===== src/rtl/wfg_stim_mem_arb_pkg.sv =====
// Shared constants for the stimulus SRAM read-port arbiter.
// Address/data defaults, read latency and pointer wrap helper.
package wfg_stim_mem_arb_pkg;

  localparam int DEF_AW = 10;
  localparam int DEF_DW = 32;
  localparam int RD_LAT = 1;

  function automatic int wrap_inc(
    input int v,
    input int n
  );
    return (v + 1 >= n) ? 0 : v + 1;
  endfunction

endpackage


===== src/rtl/wfg_stim_mem_arb_if.sv =====
// Requester-side bus of the stimulus SRAM arbiter.
// master = requesters, slave = arbiter.
interface wfg_stim_mem_arb_if
  import wfg_stim_mem_arb_pkg::*;
#(
  parameter int NREQ = 2,
  parameter int AW   = DEF_AW,
  parameter int DW   = DEF_DW
);

  logic                 en_i;
  logic [NREQ-1:0]      req_i;
  logic [NREQ*AW-1:0]   addr_i;
  logic [NREQ-1:0]      gnt_o;
  logic [NREQ-1:0]      rvalid_o;
  logic [DW-1:0]        rdata_o;

  modport master (
    output en_i,
    output req_i,
    output addr_i,
    input  gnt_o,
    input  rvalid_o,
    input  rdata_o
  );

  modport slave (
    input  en_i,
    input  req_i,
    input  addr_i,
    output gnt_o,
    output rvalid_o,
    output rdata_o
  );

endinterface


===== src/rtl/wfg_rr_pick.sv =====
// Rotating-priority picker: first set request at or after ptr.
// Purely combinational; returns one-hot grant and its index.
module wfg_rr_pick #(
  parameter int N  = 2,
  parameter int PW = (N > 1) ? $clog2(N) : 1
) (
  input  logic [N-1:0]  req,
  input  logic [PW-1:0] ptr,
  output logic [N-1:0]  gnt,
  output logic [PW-1:0] idx,
  output logic          any
);

  always_comb begin
    int j;
    gnt = '0;
    idx = '0;
    any = 1'b0;
    j   = 0;
    for (int i = 0; i < N; i++) begin
      j = int'(ptr) + i;
      if (j >= N) j = j - N;
      if (!any && req[j]) begin
        any    = 1'b1;
        gnt[j] = 1'b1;
        idx    = PW'(j);
      end
    end
  end

endmodule


===== src/rtl/wfg_stim_mem_arb.sv =====
// Round-robin arbiter for the stimulus SRAM read port.
// Grants one reader per cycle; data returns one cycle later.
module wfg_stim_mem_arb
  import wfg_stim_mem_arb_pkg::*;
#(
  parameter int NREQ = 2,
  parameter int AW   = DEF_AW,
  parameter int DW   = DEF_DW
) (
  input  logic          clk,
  input  logic          rst_n,
  wfg_stim_mem_arb_if.slave bus,
  output logic          csb1,
  output logic [AW-1:0] addr1,
  input  logic [DW-1:0] dout1
);

  localparam int PW = $clog2(NREQ);

  logic [PW-1:0]   ptr_q;
  logic [NREQ-1:0] req_eff;
  logic [NREQ-1:0] gnt;
  logic [PW-1:0]   idx;
  logic            any;
  logic [NREQ-1:0] vld_q [RD_LAT];

  // Reset is folded in so the macro sees no access while held.
  assign req_eff = (bus.en_i && rst_n) ? bus.req_i : '0;

  wfg_rr_pick #(
    .N  (NREQ),
    .PW (PW)
  ) u_pick (
    .req (req_eff),
    .ptr (ptr_q),
    .gnt (gnt),
    .idx (idx),
    .any (any)
  );

  assign bus.gnt_o    = gnt;
  assign csb1         = ~any;
  assign addr1        = any ? bus.addr_i[int'(idx)*AW +: AW]
                            : '0;
  assign bus.rvalid_o = vld_q[RD_LAT-1];
  assign bus.rdata_o  = dout1;

  always_ff @(posedge clk or negedge rst_n) begin
    if (!rst_n) begin
      ptr_q <= '0;
    end else if (any) begin
      ptr_q <= PW'(wrap_inc(int'(idx), NREQ));
    end
  end

  always_ff @(posedge clk or negedge rst_n) begin
    if (!rst_n) begin
      for (int j = 0; j < RD_LAT; j++) vld_q[j] <= '0;
    end else begin
      vld_q[0] <= gnt;
      for (int j = 1; j < RD_LAT; j++) vld_q[j] <= vld_q[j-1];
    end
  end

endmodule

===== src/flat_wrapper.sv =====
// flat-port wrapper written by rule: the top's interface ports become plain ports
module wfg_stim_mem_arb_flat import wfg_stim_mem_arb_pkg::*;
#(
  parameter int NREQ = 2,
  parameter int AW   = DEF_AW,
  parameter int DW   = DEF_DW
)
  (clk, rst_n, csb1, addr1, dout1, bus_en_i, bus_req_i, bus_addr_i, bus_gnt_o, bus_rvalid_o, bus_rdata_o);
  wfg_stim_mem_arb_if #(.NREQ(NREQ), .AW(AW), .DW(DW)) bus_i ();
  input  logic clk;
  input  logic rst_n;
  output logic csb1;
  output logic [AW-1:0] addr1;
  input  logic [DW-1:0] dout1;
  input wire logic [$bits(bus_i.en_i)-1:0] bus_en_i;
  input wire logic [$bits(bus_i.req_i)-1:0] bus_req_i;
  input wire logic [$bits(bus_i.addr_i)-1:0] bus_addr_i;
  output wire logic [$bits(bus_i.gnt_o)-1:0] bus_gnt_o;
  output wire logic [$bits(bus_i.rvalid_o)-1:0] bus_rvalid_o;
  output wire logic [$bits(bus_i.rdata_o)-1:0] bus_rdata_o;
  assign bus_i.en_i = bus_en_i;
  assign bus_i.req_i = bus_req_i;
  assign bus_i.addr_i = bus_addr_i;
  assign bus_gnt_o = bus_i.gnt_o;
  assign bus_rvalid_o = bus_i.rvalid_o;
  assign bus_rdata_o = bus_i.rdata_o;
  wfg_stim_mem_arb #(.NREQ(NREQ), .AW(AW), .DW(DW)) u_core (.clk(clk), .rst_n(rst_n), .bus(bus_i), .csb1(csb1), .addr1(addr1), .dout1(dout1));
endmodule

===== config.mk =====
export PLATFORM = sky130hd
export DESIGN_NAME = wfg_stim_mem_arb_flat
export DESIGN_NICKNAME = d
export VERILOG_FILES = /design/src/rtl/wfg_stim_mem_arb_pkg.sv /design/src/rtl/wfg_stim_mem_arb_if.sv /design/src/rtl/wfg_rr_pick.sv /design/src/rtl/wfg_stim_mem_arb.sv /design/src/flat_wrapper.sv
export SDC_FILE = /design/constraint.sdc
export NUM_CORES = 1
export LEC_CHECK = 0
export ABC_AREA = 1
export BUFFER_PORTS_ARGS = -buffer_cell sky130_fd_sc_hd__buf_2
export CAP_MARGIN = 15
export CORE_ASPECT_RATIO = 0.8
export CORE_MARGIN = 2
export CORE_UTILIZATION = 28
export DETAILED_ROUTE_END_ITERATION = 10
export HOLD_SLACK_MARGIN = 0.02
export PLACE_DENSITY = 0.83
export REMOVE_ABC_BUFFERS = 1
export SYNTH_ARGS = -nofsm -noshare
export SYNTH_HDL_FRONTEND = slang
export SYNTH_SLANG_ARGS = --single-unit

===== constraint.sdc =====
create_clock -name clk -period 1.2 [get_ports clk]
set_input_delay 0.24 -clock clk [delete_from_list [all_inputs] [get_ports clk]]
set_output_delay 0.24 -clock clk [all_outputs]
set_load 0.005 [all_outputs]

# == Word-level counts from Yosys, hierarchy flattened ==
# Index checks and enable logic that the tools add are counted.
# word_totals
word_cells,43
regBits,3
# op_classes
mux,21
mul,1
n_lt_le_gt_ge,7
n_reduce_logical,5
n_bitwise,2
n_addsub,4
n_shift,1
# ops
op,n
greater-or-equal comparator 32 x 1 -> 1 bit (second input constant),2
< comparator 32 x 3 -> 1 bit (second input constant),2
two-way mux 32 bit,2
indexed part select 20 x 32 -> 10 bit,1
two-way mux 1 bit,13
two-way mux 10 bit,1
two-way mux 2 bit,3
adder 1 x 1 -> 2 bit (second input constant),2
greater-or-equal comparator 2 bit (second input constant),2
logical AND 1 bit,4
multiplier 1 x 3 -> 4 bit (second input constant),1
subtractor 1 x 2 -> 3 bit (second input constant),1
subtractor 2 x 2 -> 3 bit (second input constant),1
demux 1 bit (select 1 bit),2
greater-or-equal comparator 1 x 2 -> 1 bit (second input constant),1
OR 2 bit,1
logical NOT 1 bit,1
inverter 1 bit,1

# == Logic depth before layout (Yosys ltp) ==
# Gate-level depths: netlist (run 1).
# depth
word_depth,12
mapped_depth,6

# == Hierarchy ==
# A second synthesis (run 1) with hierarchy kept.
# hier_totals
hier_cells,107
area_unflattened_um2,613.1
# modules_own_cells
mod,seq_area_each_um2,area_per_inst_um2,cells_per_inst,instances
wfg_stim_mem_arb,75.1,558.0,93,1
wfg_rr_pick,0.0,55.1,14,1

# == Worst setup path before layout (run 1) ==
# No wires, ideal clock.
# synth_timing
path_kind,register to output
from,register u_core.ptr_q
to,output port addr1[2]
slack_ns,0.103
path_stages_with_launch,7
required_ns,0.960
arrival_ns,0.857
path_cell_list,dfrtp_1 > inv_1 > nand2_1 > buf_2 > nand3_1 > nand2_1 > nor2_1
# synth_between
elab_chain_cells,12
# synth_lines
element,line_no,source
"start, declared",wfg_stim_mem_arb.sv:20,logic [PW-1:0] ptr_q;
"start signal, assigned",wfg_stim_mem_arb.sv:52,"ptr_q <= PW'(wrap_inc(int'(idx), NREQ));"
subtractor 1 x 2 -> 3 bit / greater-or-equal comparator 1 x 2 -> 1 bit (equally long branches),wfg_rr_pick.sv:22,if (j >= N) j = j - N;
two-way mux 32 bit,wfg_rr_pick.sv:22,
two-way mux 1 bit (implied by the code) (3 in series),wfg_rr_pick.sv:23,if (!any && req[j]) begin
two-way mux 1 bit,wfg_rr_pick.sv:23,
logical NOT 1 bit,wfg_rr_pick.sv:23,
logical AND 1 bit,wfg_rr_pick.sv:23,
two-way mux 1 bit,wfg_rr_pick.sv:23,
multiplier 1 x 3 -> 4 bit,wfg_stim_mem_arb.sv:43,assign addr1 = any ? bus.addr_i[int'(idx)*AW +: AW]
indexed part select 20 x 32 -> 10 bit,wfg_stim_mem_arb.sv:43,
two-way mux 10 bit *,wfg_stim_mem_arb.sv:43,
"end, declared",flat_wrapper.sv:13,output logic [AW-1:0] addr1;
# Mark *: on every way between the ends. The rest lies on a longest branch, timed or not. The select of a mux whose other input is x is not followed.

# == Final worst setup path (run 1) ==
# layout_timing
from,register u_core.ptr_q
to,output port addr1[5]
# The elaborated chain is that of the path after synthesis.

==> results of run 1 <==
[worst max-delay path: stages, from the launching register on]
cell,delay [ns]
dfrtp_1,0.39
inv_2,0.09
nand2_4,0.05
buf_6,0.13
nand3_1,0.08
nand2_1,0.06
nor2_2,0.07
buf_2,0.11
[layout make-up]
cell class,instances,share of cell area
multi-input combinational,50,0.401
timing repair buffer,52,0.375
sequential,3,0.0890
inverter,15,0.0668
tap,25,0.0371
clock buffer,4,0.0312
[cells by family (layout without fill, tap and decap cells)]
group,Yosys count,count (layout)
AOI/OAI and AO/OA,2,2
buffers and inverters,51,71
DFF,3,3
and+or+nand+nor,48,48
[sequential cells by signal, summed over array words and instances, names as in the netlist]
name,flops
u_core.bus.rvalid_o,2
u_core.ptr_q,1
[stage by stage]
step	setup WS (ns)	util	instances	TNS [ns]	hold slack [ns]
final	-0.245	0.387	149	-2.56	0.431
after global routing	-0.309	0.387	149	-3.27	0.458
after global placement	-0.0335	0.313	142	-0.234	0.165
after CTS	-0.238	0.367	148	-2.52	0.426
after detailed placement	-0.0358	0.313	142	-0.310	0.162
after floorplan	0.0731	-	68	0	-0.0556
[final timing paths]
check / depth (start not counted) / end / from / slack, ns
worst max-delay path: 7 / addr1[5] / u_core.ptr_q / -0.25
worst min-delay path: 4 / u_core.bus.rvalid_o[1] / bus_req_i[1] / 0.43
worst max register to register: 5 / u_core.ptr_q / u_core.ptr_q / 0.19
worst min register to register: 3 / u_core.bus.rvalid_o[1] / u_core.ptr_q / 0.73
max in group asynchronous: 3 / u_core.ptr_q / rst_n / 0.63
min in group asynchronous: 3 / u_core.bus.rvalid_o[1] / rst_n / 0.47
[routing by layer]
metal | wire [um] | global-route usage
met1 | 973 | 0.193
met2 | 978 | 0.223
met3 | 743 | 0.259
met4 | 13 | 0.0558
met5 | 0 | 0.0357
[Yosys cell counts]
library cell and instances:
nand3_1 11, a21oi_4 1, o21ai_0 1, inv_2 2, nand2_1 13, buf_6 2, nor2_1 11, nand2_2 1
nor2_2 12, buf_2 1, buf_4 33, dfrtp_1 3, inv_1 13
[cells in the final DEF, fill, tap and decap left out]
| cell | synthesis | layout |
|---|---|---|
| buf_2 | 1 | 38 |
| nor2_2 | 12 | 20 |
| inv_1 | 13 | 11 |
| nand2_2 | 1 | 9 |
| buf_4 | 33 | 8 |
| nand3_2 | 0 | 7 |
| buf_6 | 2 | 5 |
| inv_2 | 2 | 4 |
| nand3_1 | 11 | 4 |
| nand2_1 | 13 | 4 |
| clkbuf_4 | 0 | 3 |
| dfrtp_1 | 3 | 3 |
| nor2_1 | 11 | 2 |
| a21oi_4 | 1 | 1 |
| nand2_4 | 0 | 1 |
| nor2_4 | 0 | 1 |
| o21ai_0 | 1 | 1 |
| clkbuf_1 | 0 | 1 |
| dlygate4sd3_1 | 0 | 1 |
[report_power, final]
group | switching, mW | internal (mW) | leakage (nW)
Combinational | 0.126 | 0.134 | 0.404
Clock | 0.0538 | 0.125 | 0.0150
Sequential | 0.00574 | 0.110 | 0.0384
[repair_timing]
action | in CTS | in global routing
gates resized for setup | 24 | 10
pin swaps | 8 | 10
setup endpoints to repair | 12 | 12
hold buffers | 1 | 0
setup buffers | 1 | 1
endpoints found under the hold margin | 3 | 0
==> results.tsv, run 1 <==
metric	value	unit
I/O pins	104	
Worst EP arrival	1.21	ns
post-layout min period	1.45	ns
main combinational cell family by area after synthesis	buffers and inverters	
Crit. End Element	primary output	
Multi-input gate area	338	sq um
Max Slew Vio Count	0	
# setup viols final	12	
Yosys top cell by area	buf_4	
final worst slack	-0.245	ns
antenna violations before repair	0	
P&R area growth vs syn	28.9	%
Distinct cells, synth	13	
Peak VDD IR	341	uV
routed via count	668	
Max-Cap Viols	0	
Synth Warn #	0	
Synth Area in XOR/XNOR	0	
Initial Util	0.301	
P per Cell Area	657	nW/um^2
clk buf depth	2	
Worst Clk Skew	0.00532	ns
drt pass-1 iters	3	
Rows	15	
Worst-Skew Late Latency	0.23	ns
Synth top area share	0.379	
Avg Cell Area, Syn	6.29	sq um
synthesized flop and latch total	3	
drt drc	0	
fillers	237	
DR WL/cell	18.2	um
number of DRC markers in iteration 0	5	
number of global-route vias before repair	597	
Synth Area in Simple Gates	0.346	
Least-Margin Pin Slew	0.151	ns
first-pass GRT wire length	3440	um
hold crit path type	input pin to register	
number of diodes	0	
Post-Syn Instances	104	
H-tree depth	1	
share of cells above drive strength 1	0.782	
register area	75.1	sq um
Tot GR Track Use	0.192	
post-route clock period utilization	1.20	
Die Span X	58.1	um
post-route cell area	843	sq um
post-synthesis mux area share	0	
count of antenna-violating nets left after detailed routing	0	
DRT Wirelength	2710	um
final hold vios	0	
TritonCTS Buffers	3	
Layout Nets	182	
Placed Area	681	sq um
clock tree root buffer cell	clkbuf_4	
Reg clk slew, reported paths	0.04	ns
gpl congestion	0.762	
post-synthesis sequential area ratio	0.115	
DP HPWL	2240	um
IO buf count	39	
area share of fa/ha/maj cells after synthesis	0	
Max Fclk	692	MHz
critical path class	register to primary output	
violated checks	setup timing	
post-synthesis compound-gate area fraction	0.0325	
Floorplan Core Area	2180	sq um
mapped cell area	654	sq um
worst path required time	0.96	ns
grt ovf	0	
Area contributors post-synth	buf_4 (38%), dfrtp_1 (11%), nor2_2 (11%)	
leak pwr	0.457	nW
total power	0.554	mW
Sink Count	3	
CTS tree	done	
full die area	2740	sq um
status	complete, but fails checks	
CP Max Fanout	7	
unrepaired setup endpoints after global routing	yes	
Worst slew margin	0.899	
largest net degree at the start of global routing	8	
Vias/cell	4.48	
Die Y	47.2	um
Worst Setup Start Kind	register	
Power figures use the tool's default switching activity.
==> inputs of run 2 (changes only) <==
--- a/config.mk
+++ b/config.mk
@@ -8,7 +8,7 @@
 export ABC_AREA = 1
 export BUFFER_PORTS_ARGS = -buffer_cell sky130_fd_sc_hd__buf_2
 export CAP_MARGIN = 15
-export CORE_ASPECT_RATIO = 0.8
+export CORE_ASPECT_RATIO = 1.5
 export CORE_MARGIN = 2
 export CORE_UTILIZATION = 28
 export DETAILED_ROUTE_END_ITERATION = 10
==> run 2 against run 1 <==
Compared with the run above: the run still ends with setup timing left; hold slack better by 0.017 ns; global-route usage is 2.2 points higher; core utilization is 2.7 points lower; sequential cell count stayed put; power is 4.1% lower; sequential power hardly changed; maximum frequency is 0.30% lower; count of clock-buffer cells in the layout stayed put; clock power hardly changed; cell count is 3.4% lower; critical path type unchanged.
==> results.tsv, run 2 (same netlist as run 1, synthesis figures left out) <==
metric	value	unit	change
status	complete, but fails checks		
violated checks	setup timing		
drt pass-1 iters	2		-1
drt drc	0		unchanged
Tot GR Track Use	0.214		+0.0222
WHS Path Cells	4		unchanged
post-layout min period	1.45	ns	+0.00433 ns
Worst Setup Start Kind	register		
Hold WS	0.449	ns	+0.0173 ns
Worst Clk Skew	0.00192	ns	-0.00340 ns
# setup viols final	12		unchanged
Die Span X	43.5	um	-25%
DR WL/cell	20.5	um	+13%
Worst EP arrival	1.21	ns	about the same
Worst-Skew Late Latency	0.23	ns	about the same
leak pwr	0.441	nW	-3.6%
Register-to-Register Path Depth	6		+1
number of DRC markers in iteration 0	11		+6
Hold Path Origin	bus_req_i[1]		
antenna violations before repair	0		unchanged
slowest stage delay, CP	0.36	ns	-0.03 ns
largest net degree at the start of global routing	13		+5
Max Slew Vio Count	0		unchanged
slowest CP cell	dfrtp_1		
Sink Count	3		unchanged
critical path class	register to primary output		
CTS tree	done		
FF-to-FF Start	u_core.ptr_q		
P per Cell Area	660	nW/um^2	+0.48%
final core occ	0.360		-0.0271
most frequent cells in the layout	buf_2 (37), nor2_2 (21), inv_1 (11)		
unrepaired setup endpoints after global routing	yes		
setup total negative slack	-2.58	ns	-0.0183 ns
post-route clock period utilization	1.21		+0.00361
number of diodes	0		unchanged
post-route cell area	805	sq um	-4.6%
grt ovf	0		unchanged
Crit. End Element	primary output		
DP HPWL	2700	um	+20%
CP Max Fanout	12		+5
worst path required time	0.96	ns	about the same
Vias/cell	4.39		-2.1%
count of antenna-violating nets left after detailed routing	0		unchanged
Reg clk slew, reported paths	0.04	ns	about the same
Least-Margin Pin Slew	0.122	ns	-0.0293 ns
gpl congestion	0.867		+14%
dpl ws	-0.0603	ns	-0.0246 ns
hold crit path type	input pin to register		
fillers	253		+6.8%
CP cell instances	nor2_2 -> nor2_2 -> buf_12 -> nor2_2 -> nor2_2 -> buf_2		
Floorplan Core Area	2230	sq um	+2.6%
full die area	2750	sq um	+0.20%
final hold vios	0		unchanged
P&R area growth vs syn	22.9	%	
Crit path top cell by count	nor2_2		
Die Y	63.2	um	+34%
Placed Area	696	sq um	+2.2%
Rows	21		+6
final worst slack	-0.250	ns	-0.00433 ns
H-tree depth	1		unchanged
DRT Wirelength	2950	um	+8.8%
clock tree root buffer cell	clkbuf_4		
WHS Endpoint	u_core.bus.rvalid_o[1]		
clk buf depth	2		unchanged
Initial Util	0.293		-0.00758
Max-Cap Viols	0		unchanged
TritonCTS Buffers	3		unchanged
number of global-route vias before repair	599		+0.34%
Peak VDD IR	355	uV	+4.0%
first-pass GRT wire length	3860	um	+12%
routed via count	632		-5.4%
share of cells above drive strength 1	0.711		-0.0715
commonest non-fill, non-tap cell in the layout	buf_2		
I/O pins	104		unchanged
Layout Nets	179		-1.6%
Worst slew margin	0.918		+0.0188
number of flip-flops under the largest register name	2		unchanged
Max Fclk	690	MHz	-0.30%
IO buf count	39		unchanged
Reg2Reg Setup Slack	0.30	ns	+0.11 ns
reg-to-reg endpoint	u_core.ptr_q		
==> run 2: repair_timing <==
item                       in CTS  in global routing
setup endpoints to repair      12                 12
pin swaps                       8                  4
resized for setup              20                  4
hold buffers                    1                  0
hold endpoints to repair        3                  0
setup buffers                   0                  0
==> run 2: layout make-up <==
type / instances / area [sq um] / share of cell area
Multi-Input combinational cell: 50 / 300 / 0.373
Inverter: 15 / 56.3 / 0.0700
Timing Repair Buffer: 49 / 318 / 0.395
Sequential cell: 3 / 75.1 / 0.0933
Clock buffer: 4 / 26.3 / 0.0327
Tap cell: 23 / 28.8 / 0.0358
==> run 2: power breakdown <==
part	internal (mW)	leakage [nW]	switching, mW
logic	0.124	0.388	0.113
clock network	0.125	0.0150	0.0544
registers	0.110	0.0384	0.00481
total	0.359	0.441	0.172
==> run 2: worst max path at each step <==
stage / from / endpoint / cells past startpoint
floorplan: u_core.ptr_q / addr1[0] / 4
global placement: bus_req_i[0] / addr1[4] / 8
detailed placement: rst_n / addr1[7] / 8
CTS: u_core.ptr_q / addr1[5] / 7
global route: u_core.ptr_q / addr1[8] / 7
finish: u_core.ptr_q / addr1[9] / 6
==> run 2: critical path: cells and delay by family (launching register included) <==
family / cells / cell delay, ns
buf+inv: 2 / 0.28
flops: 1 / 0.36
simple gates: 4 / 0.32
==> run 2: layer usage <==
layer / global-route usage / vias to the layer above / share of wire
met3: 0.232 / 2 / 0.26
met4: 0.0985 / 0 / 0.019
met1: 0.105 / 267 / 0.18
li1: - / 310 / -
met2: 0.396 / 53 / 0.54
met5: 0 / - / 0
==> run 2: stage by stage <==
stage               total power, mW  std cells
floorplan                     0.201         68
global route                  0.585        144
detailed placement            0.319        139
CTS                           0.534        144
finish                        0.531        144
global placement              0.316        139
